==> config.mk <==
export PLATFORM = sky130hd
export DESIGN_NAME = uart_rx_ovs
export DESIGN_NICKNAME = d
export VERILOG_FILES = /design/src/rtl/uart_rx_ovs.sv
export SDC_FILE = /design/constraint.sdc
export NUM_CORES = 1
export LEC_CHECK = 0
export ABC_AREA = 0
export CORE_ASPECT_RATIO = 1.25
export CORE_MARGIN = 4
export CORE_UTILIZATION = 60
export CTS_CLUSTER_SIZE = 24
export DETAILED_ROUTE_END_ITERATION = 16
export HOLD_SLACK_MARGIN = 0.15
export PLACE_DENSITY = 0.77
export SYNTH_ARGS = -nofsm -noshare
export SYNTH_HDL_FRONTEND = slang
export SYNTH_SLANG_ARGS = --single-unit
==> constraint.sdc <==
create_clock -name clk -period 5.1 [get_ports clk]
set_input_delay 0.765 -clock clk [delete_from_list [all_inputs] [get_ports clk]]
set_output_delay 0.765 -clock clk [all_outputs]
set_load 0.02 [all_outputs]
==> src/rtl/uart_rx_ovs.sv <==
// Oversampling UART receiver with majority-vote sampling, parity and framing
// checks, and a first-word-fall-through receive FIFO with sticky overrun.
module uart_rx_ovs #(
    parameter int CLK_FREQ   = 25_000_000,
    parameter int BAUD_RATE  = 115200,
    parameter int N_BITS     = 8,
    parameter int PARITY     = 0,
    parameter int STOP_BITS  = 1,
    parameter int OVS        = 16,
    parameter int FIFO_DEPTH = 16
) (
    input  logic                          clk,
    input  logic                          rst,
    input  logic                          rx_data,
    output logic [N_BITS-1:0]             uart_rx_tdata,
    output logic [1:0]                    uart_rx_tuser,
    output logic                          uart_rx_tvalid,
    input  logic                          uart_rx_tready,
    output logic                          overrun,
    output logic [$clog2(FIFO_DEPTH):0]   fifo_count
);

    localparam int TICK_DIV = (CLK_FREQ + BAUD_RATE * OVS / 2) / (BAUD_RATE * OVS);
    localparam int DIV_W    = (TICK_DIV > 1) ? $clog2(TICK_DIV) : 1;
    localparam int TCK_W    = $clog2(OVS);
    localparam int BIT_W    = $clog2(N_BITS);
    localparam int PTR_W    = $clog2(FIFO_DEPTH);
    localparam int CNT_W    = PTR_W + 1;
    localparam int WORD_W   = N_BITS + 2;

    localparam logic [DIV_W-1:0] DIV_LAST = DIV_W'(TICK_DIV - 1);
    localparam logic [TCK_W-1:0] TCK_S0   = TCK_W'(OVS / 2 - 1);
    localparam logic [TCK_W-1:0] TCK_S1   = TCK_W'(OVS / 2);
    localparam logic [TCK_W-1:0] TCK_DEC  = TCK_W'(OVS / 2 + 1);
    localparam logic [TCK_W-1:0] TCK_LAST = TCK_W'(OVS - 1);
    localparam logic [BIT_W-1:0] BIT_LAST = BIT_W'(N_BITS - 1);
    localparam logic             STOP_LAST = 1'(STOP_BITS - 1);
    localparam logic [CNT_W-1:0] FULL_CNT = CNT_W'(FIFO_DEPTH);

    typedef enum logic [2:0] {
        S_IDLE   = 3'd0,
        S_START  = 3'd1,
        S_DATA   = 3'd2,
        S_PARITY = 3'd3,
        S_STOP   = 3'd4
    } state_t;

    // Odd mode expects data^parity == 1, even mode expects 0.
    function automatic logic parity_mismatch_f(input logic [N_BITS-1:0] data, input logic pbit);
        logic want_s;
        want_s = (PARITY == 1) ? 1'b1 : 1'b0;
        return ((^data) ^ pbit) != want_s;
    endfunction

    logic                r_sync1, r_sync2, r_rxs_d;
    state_t              r_state, w_state_nxt;
    logic [DIV_W-1:0]    r_div;
    logic [TCK_W-1:0]    r_tick_cnt;
    logic [BIT_W-1:0]    r_bit_cnt;
    logic                r_stop_cnt;
    logic                r_smp0, r_smp1;
    logic [N_BITS-1:0]   r_shift;
    logic                r_perr, r_ferr;
    logic [WORD_W-1:0]   r_mem [FIFO_DEPTH];
    logic [PTR_W-1:0]    r_wptr, r_rptr;
    logic [CNT_W-1:0]    r_count;
    logic                r_overrun;

    logic                w_rxs, w_start_edge, w_tick, w_decide, w_bit_end, w_maj;
    logic                w_push, w_push_ok, w_pop, w_full, w_drop;
    logic [WORD_W-1:0]   w_word, w_head;

    assign w_rxs        = r_sync2;
    assign w_start_edge = r_rxs_d & ~w_rxs;
    assign w_tick       = (r_div == DIV_LAST);
    assign w_decide     = w_tick && (r_tick_cnt == TCK_DEC);
    assign w_bit_end    = w_tick && (r_tick_cnt == TCK_LAST);
    assign w_maj        = (r_smp0 & r_smp1) | (r_smp0 & w_rxs) | (r_smp1 & w_rxs);
    // The stop-bit decision itself can still flag a framing error.
    assign w_word       = {r_perr, r_ferr | ~w_maj, r_shift};

    // Two-flop synchroniser plus delayed copy for falling-edge detection.
    always_ff @(posedge clk) begin
        if (rst) begin
            r_sync1 <= 1'b1;
            r_sync2 <= 1'b1;
            r_rxs_d <= 1'b1;
        end else begin
            r_sync1 <= rx_data;
            r_sync2 <= r_sync1;
            r_rxs_d <= r_sync2;
        end
    end

    // FSM state register.
    always_ff @(posedge clk) begin
        if (rst) begin
            r_state <= S_IDLE;
        end else begin
            r_state <= w_state_nxt;
        end
    end

    // Next-state decode and push strobe.
    always_comb begin
        w_state_nxt = r_state;
        w_push      = 1'b0;
        case (r_state)
            S_IDLE: begin
                if (w_start_edge) begin
                    w_state_nxt = S_START;
                end else begin
                    w_state_nxt = S_IDLE;
                end
            end
            S_START: begin
                if (w_decide && w_maj) begin
                    w_state_nxt = S_IDLE;
                end else if (w_bit_end) begin
                    w_state_nxt = S_DATA;
                end else begin
                    w_state_nxt = S_START;
                end
            end
            S_DATA: begin
                if (w_bit_end && (r_bit_cnt == BIT_LAST)) begin
                    w_state_nxt = (PARITY != 0) ? S_PARITY : S_STOP;
                end else begin
                    w_state_nxt = S_DATA;
                end
            end
            S_PARITY: begin
                if (w_bit_end) begin
                    w_state_nxt = S_STOP;
                end else begin
                    w_state_nxt = S_PARITY;
                end
            end
            S_STOP: begin
                if (w_decide && (r_stop_cnt == STOP_LAST)) begin
                    w_push      = 1'b1;
                    w_state_nxt = S_IDLE;
                end else begin
                    w_state_nxt = S_STOP;
                end
            end
            default: begin
                w_state_nxt = S_IDLE;
            end
        endcase
    end

    // Tick divider, per-bit tick/bit counters, samples and received word.
    always_ff @(posedge clk) begin
        if (rst) begin
            r_div      <= {DIV_W{1'b0}};
            r_tick_cnt <= {TCK_W{1'b0}};
            r_bit_cnt  <= {BIT_W{1'b0}};
            r_stop_cnt <= 1'b0;
            r_smp0     <= 1'b1;
            r_smp1     <= 1'b1;
            r_shift    <= {N_BITS{1'b0}};
            r_perr     <= 1'b0;
            r_ferr     <= 1'b0;
        end else begin
            if (((r_state == S_IDLE) && w_start_edge) || w_tick) begin
                r_div <= {DIV_W{1'b0}};
            end else begin
                r_div <= r_div + 1'b1;
            end

            if (r_state == S_IDLE) begin
                r_tick_cnt <= {TCK_W{1'b0}};
            end else if (w_tick) begin
                r_tick_cnt <= (r_tick_cnt == TCK_LAST) ? {TCK_W{1'b0}} : r_tick_cnt + 1'b1;
            end

            if (w_tick && (r_tick_cnt == TCK_S0)) begin
                r_smp0 <= w_rxs;
            end
            if (w_tick && (r_tick_cnt == TCK_S1)) begin
                r_smp1 <= w_rxs;
            end

            if (r_state != S_DATA) begin
                r_bit_cnt <= {BIT_W{1'b0}};
            end else if (w_bit_end) begin
                r_bit_cnt <= r_bit_cnt + 1'b1;
            end

            if (r_state != S_STOP) begin
                r_stop_cnt <= 1'b0;
            end else if (w_bit_end) begin
                r_stop_cnt <= r_stop_cnt + 1'b1;
            end

            if (r_state == S_IDLE) begin
                r_shift <= {N_BITS{1'b0}};
                r_perr  <= 1'b0;
                r_ferr  <= 1'b0;
            end else begin
                if ((r_state == S_DATA) && w_decide) begin
                    r_shift <= {w_maj, r_shift[N_BITS-1:1]};
                end
                if ((r_state == S_PARITY) && w_decide) begin
                    r_perr <= parity_mismatch_f(r_shift, w_maj);
                end
                if ((r_state == S_STOP) && w_decide && !w_maj) begin
                    r_ferr <= 1'b1;
                end
            end
        end
    end

    assign w_pop     = uart_rx_tvalid & uart_rx_tready;
    assign w_full    = (r_count == FULL_CNT);
    assign w_push_ok = w_push & (~w_full | w_pop);
    assign w_drop    = w_push & w_full & ~w_pop;

    // FIFO storage, pointers, occupancy and sticky overrun.
    always_ff @(posedge clk) begin
        if (rst) begin
            for (int i = 0; i < FIFO_DEPTH; i++) begin
                r_mem[i] <= {WORD_W{1'b0}};
            end
            r_wptr    <= {PTR_W{1'b0}};
            r_rptr    <= {PTR_W{1'b0}};
            r_count   <= {CNT_W{1'b0}};
            r_overrun <= 1'b0;
        end else begin
            if (w_push_ok) begin
                r_mem[r_wptr] <= w_word;
                r_wptr        <= r_wptr + 1'b1;
            end
            if (w_pop) begin
                r_rptr <= r_rptr + 1'b1;
            end
            case ({w_push_ok, w_pop})
                2'b10:   r_count <= r_count + 1'b1;
                2'b01:   r_count <= r_count - 1'b1;
                default: r_count <= r_count;
            endcase
            if (w_drop) begin
                r_overrun <= 1'b1;
            end
        end
    end

    assign w_head         = r_mem[r_rptr];
    assign uart_rx_tdata  = w_head[N_BITS-1:0];
    assign uart_rx_tuser  = w_head[WORD_W-1:N_BITS];
    assign uart_rx_tvalid = (r_count != {CNT_W{1'b0}});
    assign overrun        = r_overrun;
    assign fifo_count     = r_count;

endmodule

* Word-level counts from Yosys, hierarchy flattened *
Memory sizes are Yosys's and may differ from the RTL's. A register that Yosys moved wholly into a read port is not among the register bits.
Index checks and enable logic that the tools add are counted.

storage, ports and cells
  RAM bits = 160
  bits in registers = 44
  output and inout port bits = 17
  bits of input ports = 4
  logic and storage cells = 103
  memories kept = 1

cells by class
  bitwise operators = 18
  $add $sub $neg = 8
  equality and inequality tests = 15
  muxes and demuxes = 21
  reductions and logical operators = 23

memories
  name   depth  bits a word  read ports  clocked after memory_dff  wr ports  RTL line  text
  r_mem  16     10           1           1                         16        64        logic [WORD_W-1:0] r_mem [FIFO_DEPTH];

operators by type and width
  operator                                          count
  adder 4 x 1 -> 4 bit, second input constant       4
  == test 4 bit, second input constant              4
  2-to-1 mux 4 bit                                  4
  case mux 3 bit (5 select lines)                   1
  logical AND 1 bit                                 12
  2-to-1 mux 10 bit                                 1
  case mux 5 bit (2 select lines)                   1
  OR reduction 10 bit                               1
  2-to-1 mux 1 bit                                  9
  2-to-1 mux 3 bit                                  3
  AND 1 bit                                         8
  OR reduction 2 bit                                4
  parity 8 bit                                      1
  == test 3 x 2 -> 1 bit, second input constant     2
  == test 3 bit, second input constant              2
  adder 5 x 1 -> 5 bit, second input constant       1
  == test 5 bit, second input constant              1
  inverter 1 bit                                    5
  nonzero test 5 bit                                1
  subtractor 5 x 1 -> 5 bit, second input constant  1
  == test 4 x 3 -> 1 bit, second input constant     1
  2-to-1 mux 2 bit                                  2
  bitwise OR 1 bit                                  4
  adder 3 x 1 -> 3 bit, second input constant       1
  other kinds (11)                                  11

* Depth between registers and ports, before layout *
  depth in word-level cells = 11
  depth in mapped cells = 13
  depth with buffers taken out = 12

* Worst setup path before layout *
No wires, ideal clock.

  path kind = register to register
  start = register r_count[0], in the netlist fifo_count[0]
  end = register r_count[4], in the netlist fifo_count[4]
  cell stages (with the launch flop) = 12
  setup slack = 2.249 ns
  data arrival time = 2.720 ns
  cell sequence = dfxtp_1 -> or4_1 -> buf_2 -> or2_2 -> nand2_1 -> nor2_1 -> fa_1 -> a21o_1 -> a21oi_1 -> nand3_1 -> a31oi_1 -> a21oi_1

between the ends
  cells in the longest elaborated chain, start to end = 6

ends and longest elaborated chain
  item                                                                   RTL line  text
  start: declaration                                                     66        logic [CNT_W-1:0] r_count;
  start signal: assignment                                               228       r_count <= {CNT_W{1'b0}};
  start signal: assignment                                               239       2'b10: r_count <= r_count + 1'b1;
  start signal: assignment                                               240       2'b01: r_count <= r_count - 1'b1;
  nonzero test 5 bit (*)                                                 252       assign uart_rx_tvalid = (r_count != {CNT_W{1'b0}});
  net uart_rx_tvalid                                                     17        output logic uart_rx_tvalid,
  AND 1 bit (*)                                                          215       assign w_pop = uart_rx_tvalid & uart_rx_tready;
  bitwise OR 1 bit                                                       217       assign w_push_ok = w_push & (~w_full | w_pop);
  AND 1 bit                                                              217
  == test 2 x 1 -> 1 bit or == test 2 bit (tied branches)                238       case ({w_push_ok, w_pop})
  case mux 5 bit (2 select lines) or nonzero test 2 bit (tied branches)  -

The timed path passes the listed nets; every way through them passes the cells marked *.
A chain may end at the register's enable or synchronous reset.

==> impl_metrics.tcl <==
set metrics [dict create \
    outcome "finished clean" \
    power_density_nw_per_um2 393 \
    r2r_end "r_mem[13][0]" \
    cts_tree "built" \
    drt-wirelength-per-cell_um 21.9 \
    fin_crit_sh 0.799 \
    io_buffers 20 \
    avgViaCountPerCell 6.08 \
    path_max_fanout 19 \
    max_cap_violations 0 \
    start_util 0.620 \
    worst_ep_required_time_ps 4340 \
    drive_above_1_share 0.161 \
    hold_slack_ps 426 \
    gp_congestion 0.793 \
    finalCriticalPeriod_ps 4080 \
    cts_buffer_depth 3 \
    clock_latency_ps 490 \
    clk_pin_slew_ps 60 \
    cts_buffers 20 \
    synth_cell_types 48 \
    skew_ps 12.9 \
    rsz0062_at_grt "false" \
    drt_pass1_iterations 5 \
    cp-endpoint "uart_rx_tdata[5]" \
    track_usage 0.244 \
    synthCells 711 \
    grt_pass1_wl_mm 33.2 \
    final.setup.tns_ps 0 \
    total_leakage_power_uw 0.00325 \
    cp-end-kind "output pin" \
    grt_antenna_before_repair 0 \
    ant_nets 0 \
    drc_errors 0 \
    post_cts_resized 0 \
    grt_overflow 0 \
    peakVddDrop_mv 0.245 \
    rows 50 \
    grt_pass1_vias 6041 \
    synth_warnings 0 \
    cp-start-kind "flop" \
    cts.sinks 208 \
    hold_violations 0 \
    vias 5769 \
    avgSynthCellArea_um2 13.2 \
    cts_root_buf "clkbuf_16" \
    r2r_slack_ps 1810 \
    fmax_mhz 245 \
    antenna_cells 0 \
    layout.nets 747 \
    syn_nets 731 \
    ys_ff_latch 208 \
    yosysSeqAreaShare 0.614 \
    cts_setup_buffers 0 \
    grt_max_degree 45 \
    fp.dieArea_um2 17700 \
    drt_wl_total_mm 20.8 \
    relSlewSlack 0.391 \
    core_area_um2 15100 \
    final_cell_area_um2 10400 \
    dieWidth_um 120 \
    path_class "reg -> out" \
    dp_hpwl_mm 13.4 \
    htreeDepth 1 \
    yosys_most_used_dff "edfxtp_1" \
    die_height_um 148 \
    r2r_cells 7 \
    setup_viol_count_final 0 \
    hold_buffers 0 \
    io-pin-count 21 \
    synthArstFlopShare 0 \
    placed_area_um2 9690 \
    r2r-start "r_div[0]" \
    drt-initial-drc-count 621 \
    synth.cell_area_um2 9390 \
    hold_class "reg -> reg" \
    drv_slew 0 \
    tightestPinTransition_ps 910 \
    area_delta_synth_final_pct 10.7 \
    cp.arrival_ps 3310 \
    synth_enable_flop_cells 160 \
]
==> sequential cells by signal (all words and copies together), names as in the netlist, named ones only <==
| register | flops |
|---|---|
| r_mem | 160 |
| r_shift | 8 |
| fifo_count | 5 |
| r_div | 4 |
| r_rptr | 4 |
| r_tick_cnt | 4 |
| r_wptr | 4 |
| r_bit_cnt | 3 |
| r_state | 3 |
| overrun | 1 |
| r_ferr | 1 |
| r_perr | 1 |
| r_rxs_d | 1 |
| r_smp0 | 1 |
| r_smp1 | 1 |
| r_stop_cnt | 1 |
| r_sync1 | 1 |
| r_sync2 | 1 |
==> metrics by stage <==
| step | util | worst slack [ps] | instances | total power, uW |
|---|---|---|---|---|
| after floorplan | - | 2250 | 711 | 2390 |
| after global placement | 0.640 | 1530 | 913 | 2560 |
| after detailed placement | 0.640 | 1440 | 913 | 2580 |
| after CTS | 0.686 | 949 | 949 | 4100 |
| after global routing | 0.686 | 849 | 949 | 4210 |
| final | 0.686 | 1020 | 949 | 4080 |
==> where the power goes <==
group | switching (uW) | internal [uW]
clock network | 615 | 927
logic | 262 | 303
registers | 69.5 | 1900
total | 946 | 3130
==> cell usage in the layout, fill, tap and decap left out, drive strengths merged, types with 2 or more instances in the layout <==
master,n
or2,4
or4,2
clkinv,6
a21boi,2
nand2b,5
nor2b,2
o21a,2
edfxtp,160
o31ai,4
clkdlybuf4s50,20
nand3,6
nand2,57
or3,2
xnor2,15
dfxtp,48
o21ai,17
nor3,8
ha,15
nand4b,2
nand4,3
xor2,6
a21o,4
a21oi,10
buf,20
o311ai,2
inv,9
mux2i,16
mux4,50
nor3b,3
bufinv,2
clkbuf,28
nor2,202
==> final cells by class <==
type,instances,area [um2]
fillers,1061,4750
clock inverters,8,88.8
repair buffers,40,350
well taps,208,260
multi-input cells,448,3280
clock buffers,28,603
flip-flops and latches,208,5770
inverters,9,33.8
==> synthesized netlist by cell type, types with 5 or more instances <==
cell type / number / area, um2
nor2_1: 202 / 758
xor2_1: 6 / 52.6
nand2_1: 52 / 195
inv_1: 9 / 33.8
nor3_1: 7 / 35.0
o21ai_0: 17 / 85.1
xnor2_1: 15 / 131
nand2b_1: 5 / 31.3
clkbuf_1: 16 / 60.1
buf_2: 5 / 25.0
mux4_2: 50 / 1130
mux2i_1: 15 / 150
buf_1: 8 / 30.0
a21oi_1: 10 / 50.1
dfxtp_1: 48 / 961
buf_6: 16 / 180
ha_1: 15 / 188
nand3_1: 5 / 25.0
edfxtp_1: 160 / 4800
==> logic make-up (layout without fill, tap and decap cells) <==
logic type / count (synthesis) / after routing / share of synthesized area
AO/OA/AOI/OAI: 44 / 44 / 0.0284
XOR/XNOR: 22 / 22 / 0.0220
adder cells (fa/ha/maj): 16 / 16 / 0.0221
buffers and inverters: 55 / 85 / 0.0359
flip-flops: 208 / 208 / 0.614
multiplexers: 66 / 66 / 0.138
AND/OR/NAND/NOR: 300 / 300 / 0.139
==> worst min-delay path by stage <==
stage | depth (start not counted) | start | endpoint | slack [ps]
2_1_floorplan | 1 | r_sync1 | r_sync2 | 390
3_3_place_gp | 1 | r_sync1 | r_sync2 | 400
3_5_place_dp | 1 | r_sync1 | r_sync2 | 400
4_1_cts | 1 | r_sync1 | r_sync2 | 420
5_1_grt | 1 | r_sync1 | r_sync2 | 430
6_report | 1 | r_sync1 | r_sync2 | 430
==> routing by layer <==
metal	up-vias	wire, um	global-route usage
met5	-	0	0
met4	0	728	0.0923
met3	51	1480	0.0295
met2	260	11000	0.437
met1	2875	7580	0.304
li1	2583	-	-
==> critical path, stage by stage, from the launching register on <==
cell and delay, ps:
dfxtp_2 780, buf_4 390, mux4_2 600, mux4_2 480, clkdlybuf4s50_1 550
Note: power is estimated with default switching activity, not from simulation.
